--- config.mk ---
export PLATFORM = sky130hd
export DESIGN_NAME = spc_write_sequencer
export DESIGN_NICKNAME = d
export VERILOG_FILES = /design/src/rtl/spc_write_sequencer.sv
export SDC_FILE = /design/constraint.sdc
export NUM_CORES = 1
export LEC_CHECK = 0
export ABC_AREA = 1
export CAP_MARGIN = 40
export CORE_MARGIN = 4
export CORE_UTILIZATION = 58
export CTS_BUF_LIST = sky130_fd_sc_hd__clkbuf_8
export DETAILED_ROUTE_END_ITERATION = 6
export GPL_TIMING_DRIVEN = 0
export PLACE_DENSITY = 0.94
export SYNTH_ARGS = -nofsm -noshare
export SYNTH_HDL_FRONTEND = slang
export SYNTH_SLANG_ARGS = --single-unit
--- constraint.sdc ---
create_clock -name clk -period 6.53 [get_ports clk]
set_input_delay 1.306 -clock clk [delete_from_list [all_inputs] [get_ports clk]]
set_output_delay 1.306 -clock clk [all_outputs]
set_load 0.02 [all_outputs]
--- src/rtl/spc_write_sequencer.sv ---
// Single registered source for PC/LR/SP updates: arbitrates fetch, branch, call,
// return and stack push/pop into one-cycle register-file write strobes plus acks.
module spc_write_sequencer #(
  parameter logic [31:0] RESET_PC  = 32'h0000_0000,
  parameter logic [31:0] STACK_TOP = 32'h0000_FFFC,
  parameter logic [31:0] SP_LIMIT  = 32'h0000_F000
) (
  input  logic        clk,
  input  logic        reset,
  input  logic        stall,
  input  logic        fetch_adv,
  input  logic        br_req,
  input  logic [31:0] br_target,
  input  logic        call_req,
  input  logic [31:0] call_target,
  input  logic        ret_req,
  input  logic        push_req,
  input  logic        pop_req,
  output logic        wr_pc,
  output logic [31:0] wr_pc_data,
  output logic        wr_lr,
  output logic [31:0] wr_lr_data,
  output logic        wr_sp,
  output logic [31:0] wr_sp_data,
  output logic        br_ack,
  output logic        call_ack,
  output logic        ret_ack,
  output logic        stk_ack,
  output logic        busy,
  output logic        stk_ovf,
  output logic        stk_unf
);

  localparam int unsigned W = 32;
  localparam logic [W-1:0] WORD = W'(4);

  typedef enum logic [1:0] {BOOT, IDLE, CALL_PC, ACK} state_t;

  state_t       state;
  logic [W-1:0] call_tgt;

  // The wr_*_data registers are the shadow PC/LR/SP themselves.
  always_ff @(posedge clk) begin
    if (reset) begin
      state      <= BOOT;
      wr_pc_data <= RESET_PC;
      wr_lr_data <= '0;
      wr_sp_data <= STACK_TOP;
      call_tgt   <= '0;
      wr_pc      <= 1'b0;
      wr_lr      <= 1'b0;
      wr_sp      <= 1'b0;
      br_ack     <= 1'b0;
      call_ack   <= 1'b0;
      ret_ack    <= 1'b0;
      stk_ack    <= 1'b0;
      busy       <= 1'b1;
      stk_ovf    <= 1'b0;
      stk_unf    <= 1'b0;
    end else begin
      wr_pc    <= 1'b0;
      wr_lr    <= 1'b0;
      wr_sp    <= 1'b0;
      br_ack   <= 1'b0;
      call_ack <= 1'b0;
      ret_ack  <= 1'b0;
      stk_ack  <= 1'b0;
      unique case (state)
        BOOT: begin
          wr_pc <= 1'b1;
          wr_lr <= 1'b1;
          wr_sp <= 1'b1;
          state <= IDLE;
          busy  <= 1'b0;
        end
        CALL_PC: begin
          wr_pc_data <= call_tgt;
          wr_pc      <= 1'b1;
          call_ack   <= 1'b1;
          state      <= ACK;
        end
        // Requesters still hold their req here; ignoring them avoids double accept.
        ACK: begin
          state <= IDLE;
          busy  <= 1'b0;
        end
        IDLE: begin
          if (ret_req) begin
            wr_pc_data <= wr_lr_data;
            wr_pc      <= 1'b1;
            ret_ack    <= 1'b1;
            state      <= ACK;
            busy       <= 1'b1;
          end else if (call_req) begin
            wr_lr_data <= wr_pc_data + WORD;
            wr_lr      <= 1'b1;
            call_tgt   <= call_target;
            state      <= CALL_PC;
            busy       <= 1'b1;
          end else if (br_req) begin
            wr_pc_data <= br_target;
            wr_pc      <= 1'b1;
            br_ack     <= 1'b1;
            state      <= ACK;
            busy       <= 1'b1;
          end else if (push_req || pop_req) begin
            stk_ack <= 1'b1;
            state   <= ACK;
            busy    <= 1'b1;
            if (push_req && !pop_req) begin
              if (wr_sp_data == SP_LIMIT) begin
                stk_ovf <= 1'b1;
              end else begin
                wr_sp_data <= wr_sp_data - WORD;
                wr_sp      <= 1'b1;
              end
            end else if (pop_req && !push_req) begin
              if (wr_sp_data == STACK_TOP) begin
                stk_unf <= 1'b1;
              end else begin
                wr_sp_data <= wr_sp_data + WORD;
                wr_sp      <= 1'b1;
              end
            end
          end else if (fetch_adv && !stall) begin
            wr_pc_data <= wr_pc_data + WORD;
            wr_pc      <= 1'b1;
          end
        end
        default: state <= BOOT;
      endcase
    end
  end

endmodule

==> flow_summary.json <==
{
  "outcome": "complete, no violations",
  "die_area_um2": 17400,
  "htree_levels": 4,
  "grt_first_pass_wirelength_um": 52600,
  "syn_inst": 1453,
  "fin_crit_sh_pct": 59.6,
  "vias": 10700,
  "insertion_delay_ns": 0.47,
  "layout.nets": 1759,
  "yosysSeqAreaShare_pct": 31.1,
  "layout_min_cycle_time_ns": 3.89,
  "p_leak_nw": 5.25,
  "worst-path-max-fanout": 15,
  "clkSinkCount": 138,
  "synth_edf_count": 0,
  "min_path_type": "reg -> reg",
  "fp.dieW_um": 132,
  "end_kind": "flip-flop",
  "slowest_stage": "ha_1",
  "critPathKind": "in -> reg",
  "hold_buffers": 0,
  "hpwlAfterDp_um": 26000,
  "skew_ns": 0.0153,
  "initial_utilization_pct": 60.2,
  "crit_path_max_incr_delay_ns": 0.60,
  "wl_per_cell_um": 18.3,
  "synth-seq-cells": 138,
  "grt_max_degree": 20,
  "antenna_left": 0,
  "antenna_found_initial": 0,
  "first_pass_iters": 6,
  "dpl_worst_slack_ns": 2.27,
  "grt-ovfl-total": 0,
  "layout-drive-gt1-share_pct": 3.43,
  "row_count": 44,
  "place_congestion": 1.03,
  "drv_cap": 0,
  "postCtsResizedCells": 0,
  "ir_worst_vdd_v": 0.000262,
  "nFillCells": 1162,
  "finalHoldViolCount": 0,
  "async_flop_share_pct": 0,
  "yosysTopAreaCellShare_pct": 31.1,
  "hold_ws_ns": 0.466,
  "yosysMostFrequentCell": "nand2_1",
  "fin_ws_ns": 2.64,
  "synthTopCellsByArea": "dfxtp_1, nand2_1, inv_1, a21oi_1, o21ai_0",
  "ioPinCount": 179,
  "ys_top_cells_by_count": "nand2_1, inv_1, a21oi_1",
  "routed_via_density": 5.79,
  "grt_pass1_vias": 10100,
  "antenna_cells": 0,
  "clockBufferDepth": 2,
  "portBuffers": 175,
  "cts_inserted_buffers": 17,
  "yosysTopAreaCell": "dfxtp_1",
  "cts_tree": "done",
  "worst_ep_required_time_ns": 6.88,
  "core_um2": 14800,
  "grt_setup_unrepaired": "no",
  "worstMarginPinSlew_ns": 0.806,
  "crit_chain": "clkdlybuf4s50_1 -> inv_1 -> ha_1 -> inv_1 -> fa_1 -> inv_1 -> nand3_1 -> nand3_1 -> nand2_1 -> nand3_1 -> nand2_1 -> nand2_1 -> nand2_1 -> a21oi_1 -> nor2_1",
  "route.detailed.drc": 0,
  "post_cts_buffers": 0,
  "synth_top_flop_cell": "dfxtp_1",
  "avgSynthCellArea_um2": 6.11,
  "grt_use_total_pct": 37.6,
  "area_growth_pct": 26.7,
  "finalSetupViolCount": 0,
  "tns_ns": 0,
  "synth_area_um2": 8880,
  "ctsRootBufferMaster": "clkbuf_8",
  "worstSetupStartpointType": "primary input",
  "drt-total-wl_um": 33800,
  "yosysWarningCount": 0,
  "relSlewSlack_pct": 46.3,
  "clk_pin_slew_ns": 0.08,
  "critical_path_arrival_ns": 4.24,
  "yosysUniqueCellTypes": 42,
  "drv_slew": 0,
  "die_h_um": 132,
  "power_density_nw_per_um2": 306,
  "crit_path_frequent_cell": "nand2_1",
  "fmax_mhz": 257,
  "drt_iter0_markers": 1587
}
==> report_power, final <==
part / leakage, nW / switching (mW) / internal [mW]
clock: 0.185 / 0.387 / 0.293
sequential: 1.12 / 0.215 / 1.01
combinational: 3.94 / 0.966 / 0.574
total: 5.25 / 1.57 / 1.87
==> cell usage in the layout, fill, tap and decap left out, drive strengths merged, types with 10 or more instances in the layout <==
master	Yosys	final
a21oi	141	141
buf	13	14
clkbuf	44	63
clkdlybuf4s50	0	175
dfxtp	138	138
ha	36	36
inv	207	214
nand2	478	478
nand3	59	59
nand4	10	10
nor2	117	117
nor3	11	11
o21ai	104	104
o21bai	11	11
xor2	20	20
==> state kept, by name (all words and copies together), names as in the netlist, 2 cells and up <==
signal and cells:
wr_sp_data 30, call_tgt 32, wr_pc_data 32, state 2, wr_lr_data 32
==> stage by stage <==
stage / area [um^2] / utilization [%] / power, mW / cells
6_report: 11300 / 76.3 / 3.44 / 1846
5_1_grt: 11300 / 76.3 / 3.58 / 1846
4_1_cts: 11300 / 76.3 / 3.37 / 1846
3_5_place_dp: 10900 / 73.8 / 2.70 / 1814
3_3_place_gp: 10900 / 73.7 / 2.66 / 1813
2_1_floorplan: 8890 / - / 2.03 / 1454
==> layer usage <==
metal	vias up	GRT usage (%)	part of all wire (%)
met2	783	58.8	43
met4	0	15.7	4.1
li1	5002	-	-
met3	130	8.97	13
met1	4779	50.0	40
met5	-	0	0
==> worst max-delay path, delay by kind of cell <==
| family | cells | cell delay (ns) |
|---|---|---|
| buf+inv | 4 | 0.85 |
| compound gates | 1 | 0.20 |
| fa+ha+maj | 2 | 0.99 |
| simple gates | 8 | 0.87 |
==> cell families after synthesis <==
| kind of cell | after synthesis | share of synthesized area (%) |
|---|---|---|
| simple gates | 695 | 31.6 |
| compound gates | 288 | 17.6 |
| fa+ha+maj | 37 | 5.30 |
| buf+inv | 265 | 11.5 |
| other cells | 1 | 0.0422 |
| flops | 138 | 31.1 |
| xor+xnor | 29 | 2.86 |
==> layout make-up <==
| cell class | count | area (um^2) | share of cell area [%] |
|---|---|---|---|
| Inverter | 208 | 781 | 6.94 |
| Buffer | 57 | 240 | 2.13 |
| Multi-Input combinational cell | 1051 | 5100 | 45.3 |
| Sequential cell | 138 | 2760 | 24.5 |
| Clock buffer | 19 | 262 | 2.32 |
| Timing Repair Buffer | 176 | 1770 | 15.7 |
| Tap cell | 184 | 230 | 2.05 |
| Clock inverter | 13 | 110 | 0.978 |
==> worst paths after layout <==
check	cells past startpoint	slack [ns]	endpoint	start
hold / removal	2	0.47	call_tgt[25]$_SDFFE_PP0P_	call_tgt[25]$_SDFFE_PP0P_
setup / recovery	15	2.64	wr_sp_data[18]$_SDFFE_PP0P_	pop_req
hold reg to reg	2	0.47	call_tgt[25]$_SDFFE_PP0P_	call_tgt[25]$_SDFFE_PP0P_
setup reg to reg	7	3.88	wr_pc_data[26]$_SDFFE_PP0P_	state[1]$_SDFFE_PP0P_
Note: power is estimated with default switching activity, not from simulation.
